==> src/rtl/spi_pkg.sv <==
// ---------------------------------------------------------------------------
// spi_pkg
// Shared types and constants for the SPI initiator.
//   spi_state_t : frame sequencer states
//   OP_*        : command opcodes carried in cmd_data[9:8]
//   CMD_W       : command word width (opcode + payload)
//   DATA_W      : read-response width
//   CNT_W       : width of the shared bit/latency down-counter
// ---------------------------------------------------------------------------
package spi_pkg;

   localparam int CMD_W  = 10;
   localparam int DATA_W = 8;
   localparam int CNT_W  = 4;

   localparam logic [1:0] OP_WR_ADDR = 2'b00;
   localparam logic [1:0] OP_WR_DATA = 2'b01;
   localparam logic [1:0] OP_RD_ADDR = 2'b10;
   localparam logic [1:0] OP_RD_DATA = 2'b11;

   typedef enum logic [2:0] {
      IDLE,
      START,
      CMD,
      SHIFT,
      END,
      RD_WAIT,
      RD_SHIFT,
      GAP
   } spi_state_t;

endpackage

==> src/rtl/spi_shreg.sv <==
// ---------------------------------------------------------------------------
// spi_shreg
// Loadable shift register plus 4-bit down-counter, shared by the transmit
// and receive phases of a frame. Shifts left: the MSB leaves on ser_out and
// ser_in enters at the LSB, so one register serves both directions.
//   clk, rst_n : clock, synchronous active-low reset
//   load       : capture load_data (has priority over shift_en)
//   shift_en   : shift one position towards the MSB, ser_in enters bit 0
//   ser_in     : serial input bit
//   cnt_ld     : load cnt_val into the counter (priority over cnt_dec)
//   cnt_dec    : decrement the counter, saturating at zero
//   ser_out    : current MSB
//   rx_byte    : low byte as it will be after the next shift, so a receive
//                phase can hand over the complete byte on its last edge
//   cnt_zero   : counter has reached its terminal count
// ---------------------------------------------------------------------------
module spi_shreg
   import spi_pkg::*;
(
   input  logic              clk,
   input  logic              rst_n,
   input  logic              load,
   input  logic [CMD_W-1:0]  load_data,
   input  logic              shift_en,
   input  logic              ser_in,
   input  logic              cnt_ld,
   input  logic [CNT_W-1:0]  cnt_val,
   input  logic              cnt_dec,
   output logic              ser_out,
   output logic [DATA_W-1:0] rx_byte,
   output logic              cnt_zero
);

   logic [CMD_W-1:0] sh_q;
   logic [CNT_W-1:0] cnt_q;

   always_ff @(posedge clk) begin
      if (!rst_n) begin
         sh_q <= '0;
      end else if (load) begin
         sh_q <= load_data;
      end else if (shift_en) begin
         sh_q <= {sh_q[CMD_W-2:0], ser_in};
      end
   end

   always_ff @(posedge clk) begin
      if (!rst_n) begin
         cnt_q <= '0;
      end else if (cnt_ld) begin
         cnt_q <= cnt_val;
      end else if (cnt_dec && (cnt_q != '0)) begin
         cnt_q <= cnt_q - 1'b1;
      end
   end

   assign ser_out  = sh_q[CMD_W-1];
   assign rx_byte  = {sh_q[DATA_W-2:0], ser_in};
   assign cnt_zero = (cnt_q == '0);

endmodule

==> src/rtl/spi_master.sv <==
// ---------------------------------------------------------------------------
// spi_master
// Host-side SPI initiator. Accepts a 10-bit command on a valid/ready
// handshake, sends it MSB-first on MOSI under SS_n (one bit per clk), and for
// rd-data commands collects an 8-bit response from MISO.
//
// Parameters:
//   RD_LAT  : idle cycles between last MOSI bit and first MISO sample (1..15)
//   GAP_CYC : cycles SS_n stays high after a frame before IDLE (>= 1)
//
// Ports:
//   clk        in   system clock, also the serial bit clock
//   rst_n      in   synchronous active-low reset
//   cmd_valid  in   command present
//   cmd_ready  out  idle, command will be accepted (combinational: state==IDLE)
//   cmd_data   in   [9:8] opcode, [7:0] payload
//   rd_data    out  last byte returned by a rd-data frame
//   rd_valid   out  one-cycle pulse when rd_data updates
//   busy       out  frame or gap in progress
//   proto_err  out  one-cycle pulse on a rejected rd-data command
//   SS_n       out  slave select, active low
//   MOSI       out  serial data to slave, 0 whenever SS_n is high
//   MISO       in   serial data from slave
//
// Build option: define SPI_MASTER_RD_SEQ_CHK_EN to reject a rd-data command
// that is not preceded by a completed rd-addr frame. Without it proto_err is
// constant 0 and every opcode is forwarded.
//
// state    | meaning
// ---------+-------------------------------------------------------------
// IDLE     | waiting for a command, cmd_ready high
// START    | SS_n low, MOSI 0
// CMD      | select bit (cmd[9]) on MOSI
// SHIFT    | cmd[9:0] on MOSI, counter 9..0
// END      | write / rd-addr trailer, SS_n still low
// RD_WAIT  | turnaround before the response, counter RD_LAT-1..0
// RD_SHIFT | MISO sampled each cycle, counter 7..0
// GAP      | SS_n high, busy, counter GAP_CYC-1..0
// ---------------------------------------------------------------------------
module spi_master
   import spi_pkg::*;
#(
   parameter int RD_LAT  = 2,
   parameter int GAP_CYC = 1
) (
   input  logic              clk,
   input  logic              rst_n,
   input  logic              cmd_valid,
   output logic              cmd_ready,
   input  logic [CMD_W-1:0]  cmd_data,
   output logic [DATA_W-1:0] rd_data,
   output logic              rd_valid,
   output logic              busy,
   output logic              proto_err,
   output logic              SS_n,
   output logic              MOSI,
   input  logic              MISO
);

   localparam int               GAP_W     = (GAP_CYC > 1) ? $clog2(GAP_CYC) : 1;
   localparam logic [GAP_W-1:0] GAP_LOAD  = GAP_W'(GAP_CYC - 1);
   localparam logic [CNT_W-1:0] CNT_TX    = CNT_W'(CMD_W - 1);
   localparam logic [CNT_W-1:0] CNT_RX    = CNT_W'(DATA_W - 1);
   localparam logic [CNT_W-1:0] CNT_WAIT  = CNT_W'(RD_LAT - 1);

   spi_state_t        state;
   spi_state_t        state_nxt;
   logic [1:0]        op;
   logic [GAP_W-1:0]  gap_cnt;
   logic [GAP_W-1:0]  gap_val;
   logic              gap_ld;
   logic              gap_zero;

   logic              ss_n_nxt;
   logic              mosi_nxt;
   logic              err_nxt;
   logic              rd_cap;
   logic              op_ld;

   logic              sh_load;
   logic              sh_shift;
   logic              cnt_ld;
   logic [CNT_W-1:0]  cnt_val;
   logic              cnt_dec;
   logic              sh_msb;
   logic [DATA_W-1:0] rx_byte;
   logic              cnt_zero;

   logic              rd_seq_bad;

   spi_shreg u_shreg (
      .clk       (clk),
      .rst_n     (rst_n),
      .load      (sh_load),
      .load_data (cmd_data),
      .shift_en  (sh_shift),
      .ser_in    (MISO),
      .cnt_ld    (cnt_ld),
      .cnt_val   (cnt_val),
      .cnt_dec   (cnt_dec),
      .ser_out   (sh_msb),
      .rx_byte   (rx_byte),
      .cnt_zero  (cnt_zero)
   );

`ifdef SPI_MASTER_RD_SEQ_CHK_EN
   logic rd_addr_seen;

   always_ff @(posedge clk) begin
      if (!rst_n) begin
         rd_addr_seen <= 1'b0;
      end else if (rd_cap) begin
         rd_addr_seen <= 1'b0;
      end else if ((state == END) && (op == OP_RD_ADDR)) begin
         rd_addr_seen <= 1'b1;
      end
   end

   assign rd_seq_bad = (cmd_data[CMD_W-1 -: 2] == OP_RD_DATA) && !rd_addr_seen;
`else
   assign rd_seq_bad = 1'b0;
`endif

   assign cmd_ready = (state == IDLE);
   assign gap_zero  = (gap_cnt == '0);

   always_ff @(posedge clk) begin
      if (!rst_n) begin
         state <= IDLE;
      end else begin
         state <= state_nxt;
      end
   end

   always_comb begin
      state_nxt = state;
      ss_n_nxt  = 1'b1;
      mosi_nxt  = 1'b0;
      err_nxt   = 1'b0;
      rd_cap    = 1'b0;
      op_ld     = 1'b0;
      sh_load   = 1'b0;
      sh_shift  = 1'b0;
      cnt_ld    = 1'b0;
      cnt_val   = CNT_TX;
      cnt_dec   = 1'b0;
      gap_ld    = 1'b0;
      gap_val   = GAP_LOAD;

      case (state)
         IDLE: begin
            if (cmd_valid) begin
               op_ld   = 1'b1;
               sh_load = 1'b1;
               if (rd_seq_bad) begin
                  // Rejected rd-data: one busy cycle with SS_n high, no frame.
                  state_nxt = GAP;
                  gap_ld    = 1'b1;
                  gap_val   = '0;
                  err_nxt   = 1'b1;
               end else begin
                  state_nxt = START;
                  ss_n_nxt  = 1'b0;
               end
            end
         end

         START: begin
            state_nxt = CMD;
            ss_n_nxt  = 1'b0;
            mosi_nxt  = sh_msb;
         end

         CMD: begin
            // cmd[9] is sent twice: once as the select bit, once as the
            // first data bit, so it is presented again before shifting.
            state_nxt = SHIFT;
            ss_n_nxt  = 1'b0;
            mosi_nxt  = sh_msb;
            sh_shift  = 1'b1;
            cnt_ld    = 1'b1;
            cnt_val   = CNT_TX;
         end

         SHIFT: begin
            ss_n_nxt = 1'b0;
            if (cnt_zero) begin
               if (op == OP_RD_DATA) begin
                  state_nxt = RD_WAIT;
                  cnt_ld    = 1'b1;
                  cnt_val   = CNT_WAIT;
               end else begin
                  state_nxt = END;
               end
            end else begin
               mosi_nxt = sh_msb;
               sh_shift = 1'b1;
               cnt_dec  = 1'b1;
            end
         end

         END: begin
            state_nxt = GAP;
            gap_ld    = 1'b1;
         end

         RD_WAIT: begin
            ss_n_nxt = 1'b0;
            if (cnt_zero) begin
               state_nxt = RD_SHIFT;
               cnt_ld    = 1'b1;
               cnt_val   = CNT_RX;
            end else begin
               cnt_dec = 1'b1;
            end
         end

         RD_SHIFT: begin
            sh_shift = 1'b1;
            if (cnt_zero) begin
               // Last sample goes straight into rd_data via rx_byte.
               state_nxt = GAP;
               gap_ld    = 1'b1;
               rd_cap    = 1'b1;
            end else begin
               ss_n_nxt = 1'b0;
               cnt_dec  = 1'b1;
            end
         end

         GAP: begin
            if (gap_zero) begin
               state_nxt = IDLE;
            end
         end

         default: begin
            state_nxt = IDLE;
         end
      endcase
   end

   always_ff @(posedge clk) begin
      if (!rst_n) begin
         SS_n      <= 1'b1;
         MOSI      <= 1'b0;
         rd_data   <= '0;
         rd_valid  <= 1'b0;
         busy      <= 1'b0;
         proto_err <= 1'b0;
         op        <= OP_WR_ADDR;
         gap_cnt   <= '0;
      end else begin
         SS_n      <= ss_n_nxt;
         MOSI      <= mosi_nxt;
         rd_valid  <= rd_cap;
         busy      <= (state_nxt != IDLE);
         proto_err <= err_nxt;
         if (rd_cap) begin
            rd_data <= rx_byte;
         end
         if (op_ld) begin
            op <= cmd_data[CMD_W-1 -: 2];
         end
         if (gap_ld) begin
            gap_cnt <= gap_val;
         end else if (!gap_zero) begin
            gap_cnt <= gap_cnt - 1'b1;
         end
      end
   end

endmodule

==> config.mk <==
export PLATFORM = sky130hd
export DESIGN_NAME = spi_master
export DESIGN_NICKNAME = d
export VERILOG_FILES = /design/src/rtl/spi_pkg.sv /design/src/rtl/spi_shreg.sv /design/src/rtl/spi_master.sv
export SDC_FILE = /design/constraint.sdc
export NUM_CORES = 1
export LEC_CHECK = 0
export BUFFER_PORTS_ARGS = -buffer_cell sky130_fd_sc_hd__buf_2
export CORE_UTILIZATION = 52
export CTS_BUF_LIST = sky130_fd_sc_hd__clkbuf_4 sky130_fd_sc_hd__clkbuf_8
export DETAILED_ROUTE_END_ITERATION = 10
export PLACE_DENSITY = 0.86
export REMOVE_ABC_BUFFERS = 1
export SETUP_SLACK_MARGIN = 0.3
export SLEW_MARGIN = 0
export SYNTH_ARGS = -nofsm -noshare
export SYNTH_HDL_FRONTEND = slang
export SYNTH_SLANG_ARGS = --single-unit
==> constraint.sdc <==
create_clock -name clk -period 1.85 [get_ports clk]
set_input_delay 0.37 -clock clk [delete_from_list [all_inputs] [get_ports clk]]
set_output_delay 0.37 -clock clk [all_outputs]
set_load 0.02 [all_outputs]
==> impl_metrics.toml, run 1 <==
[run_status]
run_status = "complete, no violations"

[detailed_routing]
vias = 1653
viasPerCell = 6.51
wl_per_cell_um = 18.5
dr.first_iter.drc_count = 114
drc_errors = 0
antenna_left = 0
drt_wl_total_mm = 4.69
first_pass_iters = 5

[power]
power.switching_mw = 0.905
internal_power_mw = 1.42
switching_share_pct = 38.9
powerDensity_mw_per_mm2 = 1120
clockPowerShare_pct = 17.1
ir_drop_v = 0.000832
pwr-share-comb_pct = 45.0
p_seq_share_pct = 37.9
p_leak_nw = 0.923

[grt]
gr-usage-all-layers_pct = 26.5
grt-ovfl-total = 0
antenna_found_initial = 0
grt_pass1_wl_mm = 6.75
grt_pass1_vias = 1514
grt_max_degree = 18

[logic_synthesis]
synth_edf_count = 0
netlist_instances = 180
async_flop_share_pct = 0
synth-seq-cells = 32
synthFlopType = "dfxtp_1"
yosysWarnings = 0
avgSynthCellArea_um2 = 8.92
ys_types = 44
ys_seq_area_share_pct = 39.9
synth_area_mm2 = 0.00161

[place]
dp_cells = 235
port_buffers = 26
place_ws_ns = 0.0967
place_hpwl_mm = 2.58
place_congestion = 0.841
dpl_cell_area_mm2 = 0.00180

[floorplanning]
die-area_mm2 = 0.00331
core_area_mm2 = 0.00283
initial_core_util_pct = 56.7
die_x_um = 57.6
io_pins = 28
rows = 19
die_h_um = 57.6

[final_layout]
drive_gt1_share_pct = 39.9
syn_to_final_growth_pct = 29.1
layout_commonest_cell = "dfxtp_1"
fillerInstances = 168
final_cells = 254
nNetsFinal = 237
layout_common_cells = "dfxtp_1, buf_2, buf_4"
diodes = 0
final_cell_area_mm2 = 0.00207

[critical_path]
reg2reg_depth = 7
slowest_delay_ns = 0.39
crit_slowest_cell = "or3b_4"
crit_path_start_kind = "register"
r2r-start = "u_shreg.cnt_q[1]"
crit_path_start = "u_shreg.cnt_q[1]"
worstPathCellList = "inv_2 -> ha_4 -> or3b_4 -> buf_6 -> nor2_4 -> nor2_1 -> o311a_1"
reg2reg_setup_slack_ns = 0.14
timing.rr.end = "state[1]"
cp_max_fo = 7
crit_type = "register to register"
worstPathArrival_ns = 1.94
required_ns = 2.08
crit_path_end = "state[1]"
worst_setup_path_end_kind = "register"

[clocking]
cts_num_sinks = 32
clockRootBuffer = "clkbuf_4"
holdBufCountCts = 0
cts-htree-levels = 2
clk_pin_slew_ns = 0.12
clk-insertion-delay-late_ns = 0.35
cts_buffer_depth = 2
cts_buffers = 5
cts_tree = "built"

[timing]
slew_viol_final = 0
finClkSkew_ns = 0.0203
period_share_pct = 92.5
hold_violations = 0
fin_setup_tns_ns = 0
fin_ws_ns = 0.140
slew_headroom_pct = 63.8
timing.fmax_mhz = 585
worst_pin_slew_ns = 0.542
rsz0062_at_grt = "yes"
period_minus_slack_ns = 1.71
setup_viol = 0

[run]
maxCapViolCount = 0

[worst_hold_path]
hold_path.class = "primary input to register"
## state kept, by name (all words and copies together) (netlist names)
| name | flops |
|---|---|
| u_shreg.sh_q | 10 |
| rd_data | 8 |
| u_shreg.cnt_q | 4 |
| state | 3 |
| op | 2 |
| MOSI | 1 |
| SS_n | 1 |
| busy | 1 |
| gap_cnt | 1 |
| rd_valid | 1 |
## logic make-up (layout without fill, tap and decap cells)
group	after synthesis	after routing	synth area share, %
DFF	32	32	39.9
AOI/OAI and AO/OA	55	55	23.5
muxes	21	21	13.1
adders and majority gates	2	2	1.48
xor gates and xnor gates	2	2	1.09
buffers and inverters	25	67	7.33
other	1	2	0.234
and+or+nand+nor	42	42	13.3
## routing by layer
layer  share of wire (%)  vias up  global-route usage, %
li1                    -      744                      -
met1                  40      776                   31.8
met2                  47      106                   41.2
met3                 9.1       27                   7.94
met4                 4.3        0                   17.1
met5                   0        -                      0
## synthesized netlist by cell type (all sizes together) (2+ instances only)
| cell | number | share of area, % |
|---|---|---|
| mux2i | 21 | 13 |
| o2111ai | 3 | 1.6 |
| dfxtp | 32 | 40 |
| nor3 | 3 | 0.94 |
| a21oi | 15 | 4.7 |
| nor2 | 15 | 3.5 |
| a211oi | 2 | 0.94 |
| o211ai | 2 | 0.94 |
| inv | 7 | 1.6 |
| o31ai | 11 | 5.1 |
| a31oi | 3 | 1.2 |
| a221oi | 2 | 1.5 |
| o22ai | 3 | 1.2 |
| buf | 11 | 4.1 |
| o311a | 2 | 1.2 |
| o21ai | 6 | 1.9 |
| clkbuf | 7 | 1.6 |
| nand2b | 2 | 0.78 |
| nand2 | 8 | 1.9 |
| nor3b | 2 | 1.2 |
| and2 | 2 | 0.78 |
| nand3 | 4 | 1.2 |
## stage by stage
step           utilization [%]  total power [mW]  hold slack, ns
3_3_place_gp              63.6              1.59           0.457
3_5_place_dp              63.6              1.63           0.458
2_1_floorplan                -              1.36           0.436
5_1_grt                   73.2              2.43           0.298
6_report                  73.2              2.32           0.297
4_1_cts                   69.5              2.16           0.280
## timing repair
item / in CTS / in global routing
setup buffers: 6 / 5
pin swaps: 11 / 2
resized for setup: 20 / 15
endpoints found under the setup margin: 28 / 26
## worst max-delay path, delay by kind of cell, from the launching register on
kind / cells / cell delay (ns)
adder cells (fa/ha/maj): 1 / 0.15
AO/OA/AOI/OAI: 1 / 0.29
flip-flops: 1 / 0.35
AND/OR/NAND/NOR: 3 / 0.57
buffers and inverters: 2 / 0.23
## cell type report
cell class	instances	area, um^2	area share, %
multi-input cells	124	965	46.6
flip-flops and latches	32	643	31.0
repair buffers	52	343	16.5
well taps	31	38.8	1.87
clock buffers	5	37.5	1.81
inverters	7	26.3	1.27
clock inverters	3	18.8	0.906
## worst min path at each step
stage	from	to	depth (start not counted)
after CTS	MISO	rd_data[0]	3
after global routing	cmd_data[1]	u_shreg.sh_q[1]	3
final	MISO	rd_data[0]	3
after global placement	u_shreg.sh_q[9]	MOSI	2
after detailed placement	u_shreg.sh_q[9]	MOSI	2
after floorplan	u_shreg.sh_q[9]	MOSI	2
## power by group through the flow
stage,clock (mW),sequential (mW),combinational [mW]
final,0.399,0.881,1.04
after global routing,0.434,0.889,1.10
after CTS,0.404,0.865,0.892
after detailed placement,0,0.874,0.752
after global placement,0,0.866,0.722
after floorplan,0,0.900,0.456
No activity file was read; power rests on OpenSTA's default activity.
==> run 2: changes to the inputs <==
Settings changed: ABC_AREA set to 1, CORE_UTILIZATION 52 to 51, PLACE_DENSITY 0.86 to 0.85.
==> run 2 against run 1 <==
Against the previous run:
- die area shrank 4.1%
- register-to-register slack better by 0.30 ns
- worst setup slack better by 0.20 ns
- final cell count grew 12%
- cell area down 14%
- wire length down 30%
- synthesized cell count increased by 23%
- first-iteration DRC count is 34% lower
- critical path type is now register to output port
==> impl_metrics.toml, run 2 <==
[run_status]
run_status = "complete, no violations"

[final_layout]
layout_common_cells = "nand2_1, dfxtp_1, buf_2"
final_cells = 285
largest_register = "u_shreg.sh_q"
diodes = 0
layout_commonest_cell = "nand2_1"
nNetsFinal = 268
largest_reg_flops = 10
drive_gt1_share_pct = 24.4
largestRegisters = "u_shreg.sh_q (10), rd_data (8), u_shreg.cnt_q (4)"
fin_util_pct = 64.0
final_cell_area_mm2 = 0.00178
syn_to_final_growth_pct = 18.1

[detailed_routing]
antenna_left = 0
drc_errors = 0
first_pass_iters = 4
drt_wl_total_mm = 3.28
viasPerCell = 5.14
dr.first_iter.drc_count = 75
vias = 1464
wl_per_cell_um = 11.5

[grt]
grt_pass1_vias = 1181
grt_pass1_wl_mm = 5.14
grt-busiest-layer = "met2"
met1_usage_pct = 29.5
grt-ovfl-total = 0
grt_max_degree = 17
antenna_found_initial = 0
met2_usage_pct = 29.9
gr-usage-all-layers_pct = 20.9
grt_use_met3_pct = 4.84

[logic_synthesis]
async_flop_share_pct = 0
synthFlopType = "dfxtp_1"
synth_area_mm2 = 0.00151
ys_types = 25
yosysTopAreaCellShare_pct = 42.5
synth_largest_area_cell = "dfxtp_1"
synth_edf_count = 0
synth-seq-cells = 32
synth.most_common_cell = "nand2_1"
ys_seq_area_share_pct = 42.5
synthTopCellsByCount = "nand2_1, dfxtp_1, nor2_1"
netlist_instances = 222
avgSynthCellArea_um2 = 6.79
yosysWarnings = 0
yosys-top-cells-area = "dfxtp_1, nand2_1, nor2_1, inv_1, nand3_1"

[timing]
timing.fmax_mhz = 661
period_minus_slack_ns = 1.51
setup_viol = 0
slew_viol_final = 0
finClkSkew_ns = 0.0133
period_share_pct = 81.7
hold_slack_ns = 0.291
hold_violations = 0
fin_setup_tns_ns = 0
rsz0062_at_grt = "no"
fin_ws_ns = 0.338

[clocking]
cts-htree-levels = 2
cts_buffer_depth = 2
clk-insertion-delay-late_ns = 0.34
clockRootBuffer = "clkbuf_4"
cts_buffers = 5
clk_pin_slew_ns = 0.09
cts_tree = "built"
cts_num_sinks = 32
holdBufCountCts = 0

[critical_path]
timing.rr.end = "u_shreg.cnt_q[1]"
path_delay_family = "flip-flops"
critPathBufInv = 2
r2r-start = "u_shreg.cnt_q[0]"
reg2reg_depth = 10
required_ns = 1.48
reg2reg_setup_slack_ns = 0.44
crit_slowest_cell = "dfxtp_4"
worstPathArrival_ns = 1.14
crit_path_start_kind = "register"
crit_type = "register to output port"
slowest_delay_ns = 0.38
worstPathCellList = "nor2_4 -> nand2_2 -> inv_2 -> buf_4"
cp_max_fo = 8
worst_setup_path_end_kind = "output port"

[floorplanning]
initial_core_util_pct = 54.2
die_x_um = 56.4
die_h_um = 56.4
io_pins = 28
rows = 19
core_area_mm2 = 0.00278
die-area_mm2 = 0.00318

[power]
p_seq_share_pct = 45.3
ir_drop_v = 0.000728
switching_share_pct = 35.9
p_leak_nw = 0.845
power.switching_mw = 0.640
power.total_mw = 1.78
internal_power_mw = 1.14
pwr-share-comb_pct = 31.3
powerDensity_mw_per_mm2 = 1000
clockPowerShare_pct = 23.4

[place]
place_ws_ns = 0.247
place_hpwl_mm = 2.32
dp_cells = 273
dpl_cell_area_mm2 = 0.00162
place_congestion = 0.943
port_buffers = 26

[worst_hold_path]
hold_depth = 2
hold_start = "MISO"
hold-path-endpoint = "rd_data[0]"
hold_path.class = "primary input to register"

[run]
maxCapViolCount = 0
run 2: cell count changes after synthesis, moves of 11 or more:
cell / delta
inv_1: +13
mux2i_1: -21
nor2_1: +11
o31ai_1: -11
nand3_1: +11
nand2_1: +62
run 2: power by group through the flow:
stage | clock, mW | sequential (mW) | combinational, mW
3_3_place_gp | 0 | 0.814 | 0.466
2_1_floorplan | 0 | 0.817 | 0.361
3_5_place_dp | 0 | 0.815 | 0.472
6_report | 0.416 | 0.808 | 0.558
5_1_grt | 0.449 | 0.815 | 0.630
4_1_cts | 0.426 | 0.800 | 0.492
run 2: final cells by class:
cell class / count / area [um^2]
Multi-Input combinational cell: 159 / 772
Tap cell: 31 / 38.8
Timing Repair Buffer: 30 / 163
Inverter: 25 / 96.3
Clock buffer: 6 / 51.3
Sequential cell: 32 / 649
Fill cell: 263 / 1000
Clock inverter: 2 / 10.0
run 2: logic make-up after synthesis:
group	Yosys count	synth area share, %
buffers and inverters	32	10.2
adders and majority gates	1	0.830
other	1	0.249
DFF	32	42.5
AOI/OAI and AO/OA	35	12.3
xor gates and xnor gates	1	0.581
and+or+nand+nor	120	33.4
run 2: layer usage:
metal	share of wire, %	wire length (um)
met2	47	1540
met4	0.89	29
met5	0	0
met3	6.1	199
met1	46	1510
run 2: worst register-to-register path: stages, from the launching register on:
cell	delay [ns]
dfxtp_1	0.35
inv_2	0.07
ha_4	0.18
nand2_1	0.12
nor2_4	0.06
nand2_1	0.13
nand2_1	0.10
nor2_4	0.12
nand3_1	0.09
nand2_1	0.06
nor2_1	0.04
run 2: what timing repair did:
item                       4_1_cts  5_1_grt
buffers inserted                 0        4
setup endpoints to repair       12       22
gates resized for setup          8       15
run 2: how the worst max path moves through the flow:
stage | cells past startpoint | slack, ns | end | start
floorplan | 8 | 0.47 | u_shreg.sh_q[0] | u_shreg.cnt_q[0]
global placement | 8 | 0.30 | u_shreg.sh_q[5] | state[2]
detailed placement | 8 | 0.25 | u_shreg.sh_q[4] | u_shreg.cnt_q[1]
CTS | 4 | 0.26 | cmd_ready | state[0]
global route | 4 | 0.30 | cmd_ready | state[0]
finish | 4 | 0.34 | cmd_ready | state[0]
